**src/rtl/hdpldadapt_cmn_occ_capture_sequencer_if.sv**
```systemverilog
// hdpldadapt_cmn_occ_capture_sequencer_if: ATPG capture control and OCC clock-gate enable bundle
interface hdpldadapt_cmn_occ_capture_sequencer_if #(
  parameter int NUM_DOM = 4,
  parameter int CNT_W   = 2
);
  logic                     atpg_mode;
  logic                     scan_enable;
  logic [NUM_DOM-1:0]       dom_mask;
  logic [NUM_DOM*CNT_W-1:0] pulse_cnt;
  logic [NUM_DOM-1:0]       occ_clken;
  logic                     busy;
  logic                     done;
  logic                     abort;
  modport master (
    output atpg_mode, scan_enable, dom_mask, pulse_cnt,
    input  occ_clken, busy, done, abort
  );
  modport slave (
    input  atpg_mode, scan_enable, dom_mask, pulse_cnt,
    output occ_clken, busy, done, abort
  );
endinterface

```
**src/rtl/hdpldadapt_cmn_occ_capture_sequencer.sv**
```systemverilog
// hdpldadapt_cmn_occ_capture_sequencer: schedules per-domain OCC capture bursts after each scan_enable fall
module hdpldadapt_cmn_occ_capture_sequencer #(
  parameter int NUM_DOM    = 4,
  parameter int CNT_W      = 2,
  parameter int SETTLE_CYC = 4,
  parameter int GAP_CYC    = 2
) (
  input logic test_clk,
  input logic rst_n,
  hdpldadapt_cmn_occ_capture_sequencer_if.slave bus
);
  localparam int TMR_MAX = (SETTLE_CYC > GAP_CYC) ? SETTLE_CYC : GAP_CYC;
  localparam int TMR_W   = $clog2(TMR_MAX) + 1;
  localparam int SEL_W   = (NUM_DOM > 1) ? $clog2(NUM_DOM) : 1;
  localparam int PC_W    = CNT_W + 1;
  typedef enum logic [2:0] {IDLE, SETTLE, BURST, GAP, DONE} state_t;
  state_t                   state_q, state_d;
  logic                     se_q;
  logic [NUM_DOM-1:0]       rem_q, rem_d, rem_clr;
  logic [NUM_DOM*CNT_W-1:0] cnt_q, cnt_d;
  logic [SEL_W-1:0]         sel_q, sel_d;
  logic [PC_W-1:0]          pc_q, pc_d;
  logic [TMR_W-1:0]         tmr_q, tmr_d;
  logic [NUM_DOM-1:0]       clken_q, clken_d;
  logic                     busy_q, busy_d;
  logic                     done_q, done_d;
  logic                     abort_q, abort_d;
  logic                     launch;
  function automatic logic [SEL_W-1:0] lowest(input logic [NUM_DOM-1:0] m);
    lowest = '0;
    for (int i = NUM_DOM - 1; i >= 0; i--)
      if (m[i]) lowest = SEL_W'(i);
  endfunction
  // Next state, latched capture setup, counters and registered outputs
  always_comb begin
    state_d = state_q;
    rem_d   = rem_q;
    cnt_d   = cnt_q;
    sel_d   = sel_q;
    pc_d    = pc_q;
    tmr_d   = tmr_q;
    clken_d = '0;
    busy_d  = 1'b0;
    done_d  = 1'b0;
    abort_d = 1'b0;
    launch  = 1'b0;
    rem_clr = rem_q & ~(NUM_DOM'(1) << sel_q);
    if (!bus.atpg_mode) state_d = IDLE;
    else begin
      case (state_q)
        IDLE: if (se_q && !bus.scan_enable) begin
          rem_d   = bus.dom_mask;
          cnt_d   = bus.pulse_cnt;
          tmr_d   = TMR_W'(SETTLE_CYC);
          busy_d  = 1'b1;
          state_d = SETTLE;
        end
        SETTLE, GAP: if (bus.scan_enable) begin
          abort_d = 1'b1;
          state_d = IDLE;
        end else if (tmr_q == TMR_W'(1)) begin
          if (rem_q == '0) begin
            done_d  = 1'b1;
            state_d = DONE;
          end else launch = 1'b1;
        end else begin
          tmr_d  = tmr_q - TMR_W'(1);
          busy_d = 1'b1;
        end
        BURST: if (bus.scan_enable) begin
          abort_d = 1'b1;
          state_d = IDLE;
        end else if (pc_q == PC_W'(1)) begin
          rem_d = rem_clr;
          if (rem_clr == '0) begin
            done_d  = 1'b1;
            state_d = DONE;
          end else if (GAP_CYC == 0) launch = 1'b1;
          else begin
            tmr_d   = TMR_W'(GAP_CYC);
            busy_d  = 1'b1;
            state_d = GAP;
          end
        end else begin
          pc_d    = pc_q - PC_W'(1);
          clken_d = clken_q;
          busy_d  = 1'b1;
        end
        DONE: if (bus.scan_enable) state_d = IDLE;
          else done_d = 1'b1;
        default: state_d = IDLE;
      endcase
    end
    if (launch) begin
      sel_d   = lowest(rem_d);
      pc_d    = PC_W'(cnt_q[sel_d*CNT_W +: CNT_W]) + PC_W'(1);
      clken_d = NUM_DOM'(1) << sel_d;
      busy_d  = 1'b1;
      state_d = BURST;
    end
  end
  // State and output registers with asynchronous clear
  always_ff @(posedge test_clk or negedge rst_n) begin
    if (!rst_n) begin
      state_q <= IDLE;
      se_q    <= 1'b0;
      rem_q   <= '0;
      cnt_q   <= '0;
      sel_q   <= '0;
      pc_q    <= '0;
      tmr_q   <= '0;
      clken_q <= '0;
      busy_q  <= 1'b0;
      done_q  <= 1'b0;
      abort_q <= 1'b0;
    end else begin
      state_q <= state_d;
      se_q    <= bus.scan_enable;
      rem_q   <= rem_d;
      cnt_q   <= cnt_d;
      sel_q   <= sel_d;
      pc_q    <= pc_d;
      tmr_q   <= tmr_d;
      clken_q <= clken_d;
      busy_q  <= busy_d;
      done_q  <= done_d;
      abort_q <= abort_d;
    end
  end
  assign bus.occ_clken = clken_q;
  assign bus.busy      = busy_q;
  assign bus.done      = done_q;
  assign bus.abort     = abort_q;
  a_onehot_clken: assert property (@(posedge test_clk) disable iff (!rst_n) $onehot0(clken_q));
  a_done_not_busy: assert property (@(posedge test_clk) disable iff (!rst_n) !(done_q && busy_q));
endmodule

```
**src/flat_wrapper.sv**
```systemverilog
// flat-port wrapper written by rule: the top's interface ports become plain ports
module hdpldadapt_cmn_occ_capture_sequencer_flat 
#(
  parameter int NUM_DOM    = 4,
  parameter int CNT_W      = 2,
  parameter int SETTLE_CYC = 4,
  parameter int GAP_CYC    = 2
)
  (test_clk, rst_n, bus_atpg_mode, bus_scan_enable, bus_dom_mask, bus_pulse_cnt, bus_occ_clken, bus_busy, bus_done, bus_abort);
  hdpldadapt_cmn_occ_capture_sequencer_if #(.NUM_DOM(NUM_DOM), .CNT_W(CNT_W)) bus_i ();
  input logic test_clk;
  input logic rst_n;
  input wire logic [$bits(bus_i.atpg_mode)-1:0] bus_atpg_mode;
  input wire logic [$bits(bus_i.scan_enable)-1:0] bus_scan_enable;
  input wire logic [$bits(bus_i.dom_mask)-1:0] bus_dom_mask;
  input wire logic [$bits(bus_i.pulse_cnt)-1:0] bus_pulse_cnt;
  output wire logic [$bits(bus_i.occ_clken)-1:0] bus_occ_clken;
  output wire logic [$bits(bus_i.busy)-1:0] bus_busy;
  output wire logic [$bits(bus_i.done)-1:0] bus_done;
  output wire logic [$bits(bus_i.abort)-1:0] bus_abort;
  assign bus_i.atpg_mode = bus_atpg_mode;
  assign bus_i.scan_enable = bus_scan_enable;
  assign bus_i.dom_mask = bus_dom_mask;
  assign bus_i.pulse_cnt = bus_pulse_cnt;
  assign bus_occ_clken = bus_i.occ_clken;
  assign bus_busy = bus_i.busy;
  assign bus_done = bus_i.done;
  assign bus_abort = bus_i.abort;
  hdpldadapt_cmn_occ_capture_sequencer #(.NUM_DOM(NUM_DOM), .CNT_W(CNT_W), .SETTLE_CYC(SETTLE_CYC), .GAP_CYC(GAP_CYC)) u_core (.test_clk(test_clk), .rst_n(rst_n), .bus(bus_i));
endmodule
```
**config.mk**
```make
export PLATFORM = sky130hd
export DESIGN_NAME = hdpldadapt_cmn_occ_capture_sequencer_flat
export DESIGN_NICKNAME = d
export VERILOG_FILES = /design/src/rtl/hdpldadapt_cmn_occ_capture_sequencer_if.sv /design/src/rtl/hdpldadapt_cmn_occ_capture_sequencer.sv /design/src/flat_wrapper.sv
export SDC_FILE = /design/constraint.sdc
export NUM_CORES = 1
export LEC_CHECK = 0
export CAP_MARGIN = 0
export CORE_MARGIN = 2
export CORE_UTILIZATION = 54
export DETAILED_ROUTE_END_ITERATION = 6
export MAX_ROUTING_LAYER = met4
export PLACE_DENSITY_LB_ADDON = 0.05
export RECOVER_POWER = 50
export SLEW_MARGIN = 20
export SYNTH_ARGS = -nofsm -noshare
export SYNTH_HDL_FRONTEND = slang
export SYNTH_SLANG_ARGS = --single-unit
```
**constraint.sdc**
```tcl
create_clock -name test_clk -period 3.3 [get_ports test_clk]
set_input_delay 0.66 -clock test_clk [delete_from_list [all_inputs] [get_ports test_clk]]
set_output_delay 0.66 -clock test_clk [all_outputs]
set_load 0.005 [all_outputs]
```
==> impl_results.md, run 1 <==
* Post-route ant nets at 0
* Worst hold path type: flip-flop to flip-flop
* Fill count at 250
* Number of synthesized flops with an enable pin at 0
* Row Count at 20
* M2 GR Usage at 42.2%
* Die X at 60.9 um
* Post-route setup TNS at 0 ps
* Final worst path period share at 90.3%
* Cell taking the most area after synthesis: dfrtp_1
* CP startpoint kind: input pin
* Most used cell, CP: a221o_1
* Worst slew margin at -10.7%
* Initial antenna violation count at 0
* Critical Path AT at 3200 ps
* Gpl congestion at 0.959
* Post-route clock skew at 5.56 ps
* Initial Utilization at 57.2%
* CP cell instances: clkdlybuf4s50_1 > or2_1 > o311a_1 > a221o_1 > o32ai_1 > a21oi_1 > ha_1 > a221o_1
* Gate Count Post-Synth at 162
* Total GRT Usage at 25.3%
* Crit-path max FO at 6
* Yosys cell types at 56
* Clk buf depth at 2
* Share of cells above drive strength 1 at 17.3%
* Bufs and invs on worst path at 1
* DP Cell Count at 232
* CORE AREA at 0.00305 mm2
* CTS root buf: clkbuf_4
* H-tree levels at 2
* Most frequent cells in the layout: 31 x dfrtp_1, 21 x clkdlybuf4s50_1, 13 x nand2_1
* Critical path class: input pin to flip-flop
* Met1 Use GR at 28.8%
* Share of the synthesized area in the top cell type at 44.4%
* # diodes at 0
* Fin area at 0.00213 mm2
* Commonest non-fill, non-tap cell in the layout: dfrtp_1
* Worst Hold Launch: u_core.bus.occ_clken[0]
* Number of synthesized register bits at 31
* Cell Pwr Density at 784 mW/mm2
* Final Total Pwr at 0.00167 W
* Final setup fails at 0
* Maxcap violations at 1
* Required time worst endpoint at 3520 ps
* Final Max Tran Viols at 32
* Drt via density at 5.78
* Vias in the first global route at 1422
* Dominant synthesized flop cell: dfrtp_1
* Met3 GRT Util at 5.97%
* CTS buffer count at 5
* Final hold vios at 0
* Hold_buf cts at 0
* CTS resizes at 0
* # IOs at 23
* Top post-synthesis cells by area: dfrtp_1 44%, mux2_2 5.2%, ha_1 3.6%
* Synth Area per Inst at 10.8 um2
* CTS tree: done
* Port Buffers at 22
* Final Util at 69.7%
* Worst Hold End: u_core.bus.occ_clken[0]
* Fmax at 0.336 GHz
* Die H at 60.9 um
* Vias at 1388
* Clock Latency Late Sink at 330 ps
* Sequential area share after synthesis at 44.4%
* DP HPWL at 2860 um
* Area of placed instances at 0.00205 mm2
* Worst vdd ir at 0.000507 V
* Total grt overflow at 0
* Starting DRT DRC Count at 99
* Hold Path Depth at 2
* FFs w/ async S/R, synth at 100%
* CP Capture Type: flip-flop
* Post-Syn Nets at 183
* Syn-to-layout area delta at 21.9%
* RR Endpoint: u_core.pc_q[1]
* Crit path launch: bus_scan_enable
* DRC viols at 0
* Post-CTS Setup Inserts at 0
* First-pass GRT wire length at 6580 um
* Final critical-path required period at 2980 ps
* WP depth at 8
* Cell Area, Synth at 0.00175 mm2
* Largest net degree at the start of global routing at 32
* Ys Warns at 0
* Most Crowded Layer GR: met2
* Initial DRT Pass Iterations at 4
* Lkg Pwr at 0.906 nW
* Largest stage delay, worst path at 480 ps
* Reg2Reg Launch Point: u_core.pc_q[1]
* Slew @ Worst Pin at 1660 ps
* Failing checks: max-capacitance violations, max-slew violations
* RSZ-0062 raised after global routing: false
* Reg-to-reg slack, setup at 370 ps
* DRT Wirelength at 3820 um
* WL/cell at 15.9 um
* Run status: finished with violations
* CP max-delay cell: clkdlybuf4s50_1
* Final Net Count at 216
* Non-filler cells, final at 240
* Clock Pin Slew Worst Setup and Hold Paths at 100 ps
* Worst path top cell family by delay: compound AO/OA/AOI/OAI gates
* Die area at 0.00370 mm2
* Clock Sinks at 31
* Cells on worst reg2reg path at 10
## power by group
part           switching (W)  internal [W]  leakage [nW]
clock               0.000131      0.000179        0.0482
sequential          0.000124      0.000503         0.394
combinational       0.000378      0.000352         0.465
## worst max-delay path by stage
stage,endpoint
after CTS,u_core.pc_q[1]
after global routing,u_core.pc_q[1]
final,u_core.pc_q[1]
after global placement,u_core.pc_q[1]
after floorplan,u_core.pc_q[1]
after detailed placement,u_core.pc_q[1]
## cell usage after synthesis, types with 2 or more instances
cell	count
buf_6	3
mux2_2	8
a221oi_4	2
nor2b_1	2
dfrtp_1	31
nor3_1	2
a21oi_1	4
nand3_1	3
o311a_1	2
a32oi_1	2
mux2i_1	2
buf_2	2
a221o_1	3
nor3_2	2
o211a_1	2
ha_1	5
nand2_1	13
nor2_1	10
a21o_1	2
o31ai_1	2
a22o_1	2
o21ai_0	9
nand2b_1	4
nor3b_2	2
or2_1	2
inv_1	11
## kinds of logic (layout without fill, tap and decap cells)
| kind of cell | after synthesis | in the layout | synth area share, % |
|---|---|---|---|
| DFF | 31 | 31 | 44.4 |
| and+or+nand+nor | 52 | 52 | 16.8 |
| muxes | 10 | 10 | 6.31 |
| adders and majority gates | 5 | 5 | 3.58 |
| AOI/OAI and AO/OA | 46 | 46 | 23.2 |
| xor gates and xnor gates | 1 | 1 | 0.502 |
| buffers and inverters | 17 | 51 | 5.09 |
## layer usage
layer	part of all wire (%)	routed length (um)	vias up
li1	-	-	664
met1	40	1530	670
met2	52	1990	44
met3	5.6	214	10
met4	2.1	82	0
met5	0	0	-
## cell type report
class                      instances  area (um2)  share of cell area, %
clock buffer                       6        51.3                   2.41
clock inverter                     2        35.0                   1.65
inverter                          11        41.3                   1.94
multi-input combinational        114         881                   41.4
sequential                        31         776                   36.5
tap                               44        55.1                   2.59
timing repair buffer              32         288                   13.5
## stage by stage
step,hold slack [ps],setup WS [ps]
finish,508,320
global route,540,120
CTS,510,320
detailed placement,486,-14.5
global placement,487,83.1
floorplan,364,588
## worst register-to-register path: stages (launching register included)
cell and delay, ps:
dfrtp_1 390, inv_1 80, ha_1 180, or2b_1 310, o311a_1 390, a221oi_4 220, inv_1 160, a21boi_0 350
a21oi_1 130, ha_1 300, a221o_1 320
## sequential cells by signal, summed over array words and instances (netlist names)
| name | cells |
|---|---|
| u_core.bus.abort | 1 |
| u_core.sel_q | 2 |
| u_core.rem_q | 4 |
| u_core.state_q | 3 |
| u_core.pc_q | 3 |
| u_core.cnt_q | 8 |
| u_core.tmr_q | 3 |
| u_core.bus.done | 1 |
| u_core.se_q | 1 |
| u_core.bus.occ_clken | 4 |
| u_core.bus.busy | 1 |
Note: power is estimated with default switching activity, not from simulation.
==> run 2, diff against run 1 <==
--- a/config.mk
+++ b/config.mk
@@ -9,6 +9,7 @@
 export CORE_MARGIN = 2
 export CORE_UTILIZATION = 54
 export DETAILED_ROUTE_END_ITERATION = 6
+export GPL_ROUTABILITY_DRIVEN = 0
 export MAX_ROUTING_LAYER = met4
 export PLACE_DENSITY_LB_ADDON = 0.05
 export RECOVER_POWER = 50
==> results of run 2 <==
No change in the layout: final DEF, timing and power equal those of run 1.
==> run 3, diff against run 2 <==
--- a/config.mk
+++ b/config.mk
@@ -13,6 +13,7 @@
 export MAX_ROUTING_LAYER = met4
 export PLACE_DENSITY_LB_ADDON = 0.05
 export RECOVER_POWER = 50
+export SETUP_SLACK_MARGIN = 0.1
 export SLEW_MARGIN = 20
 export SYNTH_ARGS = -nofsm -noshare
 export SYNTH_HDL_FRONTEND = slang
==> results of run 3 <==
No change in the layout: final DEF, timing and power equal those of run 1.
